### src/rtl/vga_mem_arb_pkg.sv
// Shared types for the VGA memory arbiter.
// Grant encoding and default starvation bound.
package vga_mem_arb_pkg;

  localparam int ADDR_W = 17;
  localparam int DATA_W = 8;
  localparam int HOST_MAX_WAIT_DEF = 4;

  typedef enum logic [1:0] {
    GNT_NONE,
    GNT_DISP,
    GNT_WBUF,
    GNT_HOST_RD
  } grant_e;

endpackage

### src/rtl/vga_mem_wbuf.sv
// Single-entry host write buffer.
// Load wins over drain so a drain and refill share one cycle.
module vga_mem_wbuf
  import vga_mem_arb_pkg::*;
(
  input  logic              clk_sys,
  input  logic              rst,
  input  logic              load,
  input  logic [ADDR_W-1:0] load_addr,
  input  logic [DATA_W-1:0] load_data,
  input  logic              drain,
  output logic              valid,
  output logic [ADDR_W-1:0] addr,
  output logic [DATA_W-1:0] data
);

  // Occupancy flag; a buffered write is dropped on reset.
  always_ff @(posedge clk_sys or negedge rst) begin
    if (!rst) begin
      valid <= 1'b0;
    end else if (load) begin
      valid <= 1'b1;
    end else if (drain) begin
      valid <= 1'b0;
    end
  end

  // Payload only matters while valid, so it needs no reset.
  always_ff @(posedge clk_sys) begin
    if (load) begin
      addr <= load_addr;
      data <= load_data;
    end
  end

endmodule

### src/rtl/vga_mem_arbiter.sv
// Arbitrates host and display access to VGA memory.
// Display has priority until the host side has waited too long.
module vga_mem_arbiter
  import vga_mem_arb_pkg::*;
#(
  parameter int HOST_MAX_WAIT = HOST_MAX_WAIT_DEF
) (
  input  logic              clk_sys,
  input  logic              rst,
  input  logic [ADDR_W-1:0] host_address,
  input  logic              host_read,
  input  logic              host_write,
  input  logic [DATA_W-1:0] host_writedata,
  output logic [DATA_W-1:0] host_readdata,
  output logic              host_readdatavalid,
  output logic              host_waitrequest,
  input  logic [ADDR_W-1:0] disp_address,
  input  logic              disp_read,
  output logic [DATA_W-1:0] disp_readdata,
  output logic              disp_readdatavalid,
  output logic              disp_waitrequest,
  output logic [ADDR_W-1:0] mem_address,
  output logic              mem_read,
  output logic              mem_write,
  output logic [DATA_W-1:0] mem_writedata,
  input  logic [DATA_W-1:0] mem_readdata
);

  localparam logic [2:0] MAX_W = 3'(HOST_MAX_WAIT);

  grant_e            grant;
  grant_e            owner;
  logic [2:0]        starve_cnt;
  logic              wb_valid;
  logic [ADDR_W-1:0] wb_addr;
  logic [DATA_W-1:0] wb_data;
  logic              wb_accept;
  logic              host_rd_req;
  logic              host_pending;
  logic              host_gnt;
  logic              starved;
  logic [DATA_W-1:0] host_hold;
  logic [DATA_W-1:0] disp_hold;

  assign host_rd_req  = host_read & ~host_write;
  assign host_pending = wb_valid | host_rd_req;
  assign starved      = host_pending & (starve_cnt == MAX_W);
  assign host_gnt     = (grant == GNT_WBUF) | (grant == GNT_HOST_RD);
  assign wb_accept    = rst & host_write &
                        (~wb_valid | (grant == GNT_WBUF));

  vga_mem_wbuf u_wbuf (
    .clk_sys   (clk_sys),
    .rst       (rst),
    .load      (wb_accept),
    .load_addr (host_address),
    .load_data (host_writedata),
    .drain     (grant == GNT_WBUF),
    .valid     (wb_valid),
    .addr      (wb_addr),
    .data      (wb_data)
  );

  // Per-cycle grant: starved host, display, drain, host read.
  always_comb begin
    grant = GNT_NONE;
    if (!rst) begin
      grant = GNT_NONE;
    end else if (starved) begin
      grant = wb_valid ? GNT_WBUF : GNT_HOST_RD;
    end else if (disp_read) begin
      grant = GNT_DISP;
    end else if (wb_valid) begin
      grant = GNT_WBUF;
    end else if (host_rd_req) begin
      grant = GNT_HOST_RD;
    end
  end

  // Memory port follows the grant combinationally.
  always_comb begin
    mem_read      = 1'b0;
    mem_write     = 1'b0;
    mem_address   = '0;
    mem_writedata = wb_data;
    unique case (grant)
      GNT_DISP: begin
        mem_read    = 1'b1;
        mem_address = disp_address;
      end
      GNT_WBUF: begin
        mem_write   = 1'b1;
        mem_address = wb_addr;
      end
      GNT_HOST_RD: begin
        mem_read    = 1'b1;
        mem_address = host_address;
      end
      default: ;
    endcase
  end

  // Waitrequests; an idle host port reports busy.
  always_comb begin
    host_waitrequest = 1'b1;
    disp_waitrequest = (grant != GNT_DISP);
    if (rst) begin
      if (host_write) begin
        host_waitrequest = ~wb_accept;
      end else if (host_read) begin
        host_waitrequest = (grant != GNT_HOST_RD);
      end
    end
  end

  // Count cycles the host side is pending but bypassed.
  always_ff @(posedge clk_sys or negedge rst) begin
    if (!rst) begin
      starve_cnt <= '0;
    end else if (!host_pending || host_gnt) begin
      starve_cnt <= '0;
    end else if (starve_cnt != MAX_W) begin
      starve_cnt <= starve_cnt + 3'd1;
    end
  end

  // Remember who owns the read returning next cycle.
  always_ff @(posedge clk_sys or negedge rst) begin
    if (!rst) begin
      owner <= GNT_NONE;
    end else if (grant == GNT_DISP || grant == GNT_HOST_RD) begin
      owner <= grant;
    end else begin
      owner <= GNT_NONE;
    end
  end

  // Hold last returned byte per port between reads.
  always_ff @(posedge clk_sys) begin
    if (host_readdatavalid) host_hold <= mem_readdata;
    if (disp_readdatavalid) disp_hold <= mem_readdata;
  end

  assign host_readdatavalid = (owner == GNT_HOST_RD);
  assign disp_readdatavalid = (owner == GNT_DISP);
  assign host_readdata = host_readdatavalid ? mem_readdata : host_hold;
  assign disp_readdata = disp_readdatavalid ? mem_readdata : disp_hold;

endmodule

### config.mk
export PLATFORM = sky130hd
export DESIGN_NAME = vga_mem_arbiter
export DESIGN_NICKNAME = d
export VERILOG_FILES = /design/src/rtl/vga_mem_arb_pkg.sv /design/src/rtl/vga_mem_wbuf.sv /design/src/rtl/vga_mem_arbiter.sv
export SDC_FILE = /design/constraint.sdc
export NUM_CORES = 1
export LEC_CHECK = 0
export ABC_AREA = 1
export BUFFER_PORTS_ARGS = -buffer_cell sky130_fd_sc_hd__buf_2
export CORE_MARGIN = 3
export CORE_UTILIZATION = 45
export CTS_CLUSTER_SIZE = 28
export DETAILED_ROUTE_END_ITERATION = 10
export PLACE_DENSITY = 0.79
export SYNTH_ARGS = -nofsm -noshare
export SYNTH_HDL_FRONTEND = slang
export SYNTH_HIERARCHICAL = 1
export SYNTH_SLANG_ARGS = --single-unit
export TNS_END_PERCENT = 20
### constraint.sdc
create_clock -name clk_sys -period 3.7 [get_ports clk_sys]
set_clock_uncertainty 0.1 [all_clocks]
set_input_delay 0.74 -clock clk_sys [delete_from_list [all_inputs] [get_ports clk_sys]]
set_output_delay 0.74 -clock clk_sys [all_outputs]
set_load 0.1 [all_outputs]
**Word level (Yosys, flattened, before mapping)**

Index checks and enable logic that the tools add are counted.

- Register bits after elaboration: 47
- Bits of input ports: 55
- Output and inout bits: 47

- Add/sub/neg operators: 1
- Equality and inequality tests: 9
- Multiplexer cells: 19
- Bitwise logic cells: 10
- Reductions and logical operators: 6

Operators with widths:

| kind | number |
|---|---|
| 17-bit one-hot mux with 3 select lines | 1 |
| 8-bit two-way mux | 2 |
| 2-bit two-way mux | 6 |
| 1-bit two-way mux | 8 |
| 2-bit == test, second input constant | 3 |
| 3-bit two-way mux | 2 |
| 1-bit AND | 4 |
| 2-bit by 1-bit == test with 1-bit output, second input constant | 2 |
| 2-bit nonzero test | 2 |
| 3-bit by 1-bit adder with 3-bit output, second input constant | 1 |
| 3-bit == test, second input constant | 1 |
| 3-bit != test, second input constant | 1 |
| 1-bit NOT | 3 |
| 1-bit OR | 3 |
| 1-bit logical OR | 2 |
| 2-bit by 1-bit != test with 1-bit output, second input constant | 1 |
| 2-bit != test, second input constant | 1 |
| 2-bit OR reduction | 1 |
| 1-bit zero test | 1 |

**Logic depth before layout (Yosys ltp)**

- Depth in word-level cells: 13
- Depth in mapped cells: 10

**Hierarchy**

The synthesis kept the hierarchy.

Modules (own cells, without submodules):

| module | times used | cells each | area an instance (um^2) |
|---|---|---|---|
| vga_mem_arbiter | 1 | 178 | 1,267.5 |
| vga_mem_wbuf | 1 | 30 | 790.8 |

**Worst setup path before layout**

OpenSTA, ideal clock, no wires.

- Path type: register to output
- From: register owner[1]
- To: output disp_readdata[0]
- Arrival: 4.410 ns
- Data required time: 2.860 ns
- Setup slack: -1.550 ns
- Stages on the path, launching flop included: 5
- Path through: dfrtp_1 -> nor2_1 -> inv_1 -> clkbuf_1 -> o21ai_0

- Cells in the longest elaborated chain, start to end: 2

Ends and longest elaborated chain:

| item | RTL line | text |
|---|---|---|
| start: declaration | vga_mem_arbiter.sv:32 | `grant_e owner;` |
| start signal: assignment | vga_mem_arbiter.sv:132 | `owner <= grant;` |
| 2-bit by 1-bit == test with 1-bit output | vga_mem_arbiter.sv:145 | `assign disp_readdatavalid = (owner == GNT_DISP);` |
| net disp_readdatavalid | vga_mem_arbiter.sv:20 | `output logic disp_readdatavalid,` |
| 8-bit two-way mux | n/a |  |
| end: declaration | vga_mem_arbiter.sv:19 | `output logic [DATA_W-1:0] disp_readdata,` |

The timed path passes the listed nets, and every way through them passes these cells.

**Final worst setup path**

- From: register starve_cnt[0]
- To: output mem_address[6]

- Cells in the longest elaborated chain, start to end: 6

Ends and longest elaborated chain:

| item | RTL line | text |
|---|---|---|
| start: declaration | vga_mem_arbiter.sv:33 | `logic [2:0] starve_cnt;` |
| start signal: assignment | vga_mem_arbiter.sv:123 | `starve_cnt <= starve_cnt + 3'd1;` |
| 3-bit == test (*) | vga_mem_arbiter.sv:47 | `assign starved = host_pending & (starve_cnt == MAX_W);` |
| 1-bit AND (*) | vga_mem_arbiter.sv:47 |  |
| 2-bit two-way mux (*) | vga_mem_arbiter.sv:69 | `end else if (starved) begin` |
| 2-bit two-way mux (*) | vga_mem_arbiter.sv:67 | `if (!rst) begin` |
| 2-bit == test or 2-bit by 1-bit == test with 1-bit output (tied branches) | vga_mem_arbiter.sv:86 | `unique case (grant)` |
| 17-bit one-hot mux with 3 select lines (*) | vga_mem_arbiter.sv:86 |  |
| end: declaration | vga_mem_arbiter.sv:22 | `output logic [ADDR_W-1:0] mem_address,` |

Mark *: on every way between the ends. The rest lies on a longest branch, timed or not.

==> flow_metrics.py <==
metrics = {
    "finish": {
        "final_cells": 361,
        "num_antenna_cells": 0,
        "layout.nets": 367,
        "layout_common_cells": "buf_2, nand3_1, nand2_1",
        "layout_commonest_cell": "buf_2",
        "drive_gt1_share_pct": 42.12,
        "synthToLayoutAreaGrowth_pct": 32.34,
    },
    "detailed_routing": {
        "antenna_left": 0,
        "drc": 0,
        "via_per_inst": 4.942,
        "post_drt_wl_per_cell_um": 13.23,
        "drt_pre_antenna_iters": 4,
        "num_vias": 1784,
        "drt-initial-drc-count": 107,
        "totalWireLength_um": 4775,
    },
    "grt": {
        "antenna_found_initial": 0,
        "grt_pass1_vias": 1735,
        "grt_pass1_wl_um": 7672,
        "track_usage_pct": 18.45,
        "overflow": 0,
        "grt_start_max_net_pins": 28,
    },
    "clocking": {
        "clockRootBuffer": "clkbuf_8",
        "cts_tree": "yes",
        "path_clk_slew_ns": 0.08,
        "cts.path.max_buffers": 2,
        "cts_hold_buf": 0,
        "post-cts-setup-buffers": 0,
        "cts_sinks": 47,
        "clk_latency_ns": 0.29,
        "cts_buffers": 5,
        "htreeDepth": 2,
        "ctsResizeCount": 0,
    },
    "synth": {
        "synth_top_family_by_area": "simple AND/OR/NAND/NOR gates",
        "synth-simple-area-share_pct": 27.54,
        "syn-instance-count": 208,
        "yosys.area.top_type": "edfxtp_1",
        "seq_area_frac_synth_pct": 59.33,
        "synth.mux.area_fraction_pct": 0,
        "ys_warn_count": 6,
        "syn_area_um2": 2058,
        "synthDistinctLibCells": 23,
        "synth_xor_area_share_pct": 0.8511,
        "avgSynthCellArea_um2": 9.895,
        "syn_nets": 265,
        "synth_top_area_share_pct": 36.47,
        "synth_fa_ha_area_share_pct": 1.216,
        "ys_top_cells_by_area": "edfxtp_1, dfxtp_1, nand3_1",
        "ys_ff_latch": 47,
        "synth_compound_area_share_pct": 5.167,
    },
    "sta": {
        "worst_pin_slew_ns": 0.5841,
        "setup_violations": 0,
        "rsz0062_at_grt": "no",
        "slew_viol_final": 0,
        "max_freq_mhz": 308.9,
        "finalCritPeriodShare_pct": 87.49,
        "finalHoldViolCount": 0,
        "fin_crit_ns": 3.237,
        "relSlewSlack_pct": 61.01,
    },
    "worst_setup_path": {
        "crit_fanout": 19,
        "r2r-start": "starve_cnt[0]",
        "crit_top_cell": "nand2_2",
        "cp.required_ns": 2.86,
        "crit_path_end_kind": "output pin",
        "cp_data_arrival_time_ns": 2.40,
        "worst-setup-path-type": "reg2out",
        "max_stage_delay_ns": 0.43,
        "slowest_stage": "buf_2",
        "cp-start-kind": "flip-flop",
        "crit_start": "starve_cnt[0]",
        "crit_chain": "inv_1 > ha_1 > nand2_2 > nand2_4 > nand2_2 > nand3_4 > nor2_4 > nand2_1 > nand3_1 > buf_2",
    },
    "die": {
        "rows": 23,
        "pin_count": 102,
        "core_um2": 4202,
        "initial_core_util_pct": 48.99,
        "fp.dieW_um": 73.63,
        "dieArea_um2": 5421,
        "dieHeight_um": 73.63,
    },
    "placed_design": {
        "dpl.hpwl_um": 3606,
        "dpl.cell_count": 353,
        "port_buffers": 101,
        "place_congestion": 0.8141,
    },
    "run_status": {
        "status": "completed",
    },
    "power_and_ir_drop": {
        "peakVddDrop_v": 0.0009144,
        "power_density_nw_per_um2": 913.2,
        "finalPower_mw": 2.487,
        "power.leakage_nw": 1.333,
    },
    "hold_path": {
        "min_path_type": "in2async",
    },
    "job": {
        "cap_violations": 0,
    },
}
## metrics by stage
step	utilization, %	worst slack (ns)	setup TNS, ns	instance area (µm²)	hold WS, ns
after CTS	64.83	0.4456	0	2724	0.2199
after global placement	62.33	0.6171	0	2619	0.3253
after global routing	64.83	0.2412	0	2724	0.2233
after detailed placement	62.33	0.5980	0	2619	0.3311
final	64.83	0.4628	0	2724	0.2304
after floorplan	-	-0.2281	-0.8037	2091	0.3444
## worst max-delay path: cells and delay by family (launching register included)
kind / cells / cell delay [ns]
buffers and inverters: 2 / 0.50
adder cells (fa/ha/maj): 1 / 0.22
AND/OR/NAND/NOR: 7 / 1.01
flip-flops: 1 / 0.36
## cell usage after synthesis
cell type  count
nand3_1       52
nand2_1       42
edfxtp_1      25
inv_1         18
dfxtp_1       16
o21ai_0       16
dfrtp_1        6
nor2_1         5
a21oi_1        4
nand2_2        3
nor2_4         3
buf_4          2
buf_6          2
clkbuf_1       2
ha_1           2
nand2_4        2
nand3_4        2
a31oi_1        1
clkbuf_2       1
inv_2          1
nor2_8         1
xnor2_1        1
xor2_1         1
## worst paths after layout
check                                        to  slack [ns]  cells after the start
worst min register to register     disp_hold[6]        0.35                      2
worst max register to register  u_wbuf/addr[12]        1.71                      7
worst max-delay path             mem_address[6]        0.46                     10
worst min-delay path                   owner[1]        0.23                      1
max in group asynchronous              owner[0]        3.02                      1
min in group clk_sys               disp_hold[6]        0.35                      2
## registers in the layout (all words and copies together), names as in the netlist
register / count
u_wbuf/addr: 17
disp_hold: 8
host_hold: 8
u_wbuf/data: 8
starve_cnt: 3
owner: 2
u_wbuf/valid: 1
## power by group
part	switching, mW	total (mW)	internal, mW
sequential	0.0409	0.718	0.678
combinational	1.22	1.43	0.209
clock	0.167	0.342	0.174
## logic make-up (layout without fill, tap and decap cells)
kind of cell,count (synthesis),count (layout)
XOR/XNOR,2,2
buffers and inverters,26,129
flip-flops,47,47
AND/OR/NAND/NOR,110,110
adder cells (fa/ha/maj),2,2
AO/OA/AOI/OAI,21,21
## routing by layer
layer	global-route usage, %	wire length [µm]
met5	0	0
met2	30.91	2390
met4	6.640	57
met3	7.250	407
met1	21.30	1920
## area by class of cell
class	instances	area, µm²
flip-flops and latches	47	1221
fillers	349	1478
well taps	50	62.56
clock buffers	7	97.59
clock inverters	1	7.507
multi-input cells	135	750.7
inverters	19	71.32
repair buffers	102	513.0
No activity file was read; power rests on OpenSTA's default activity.
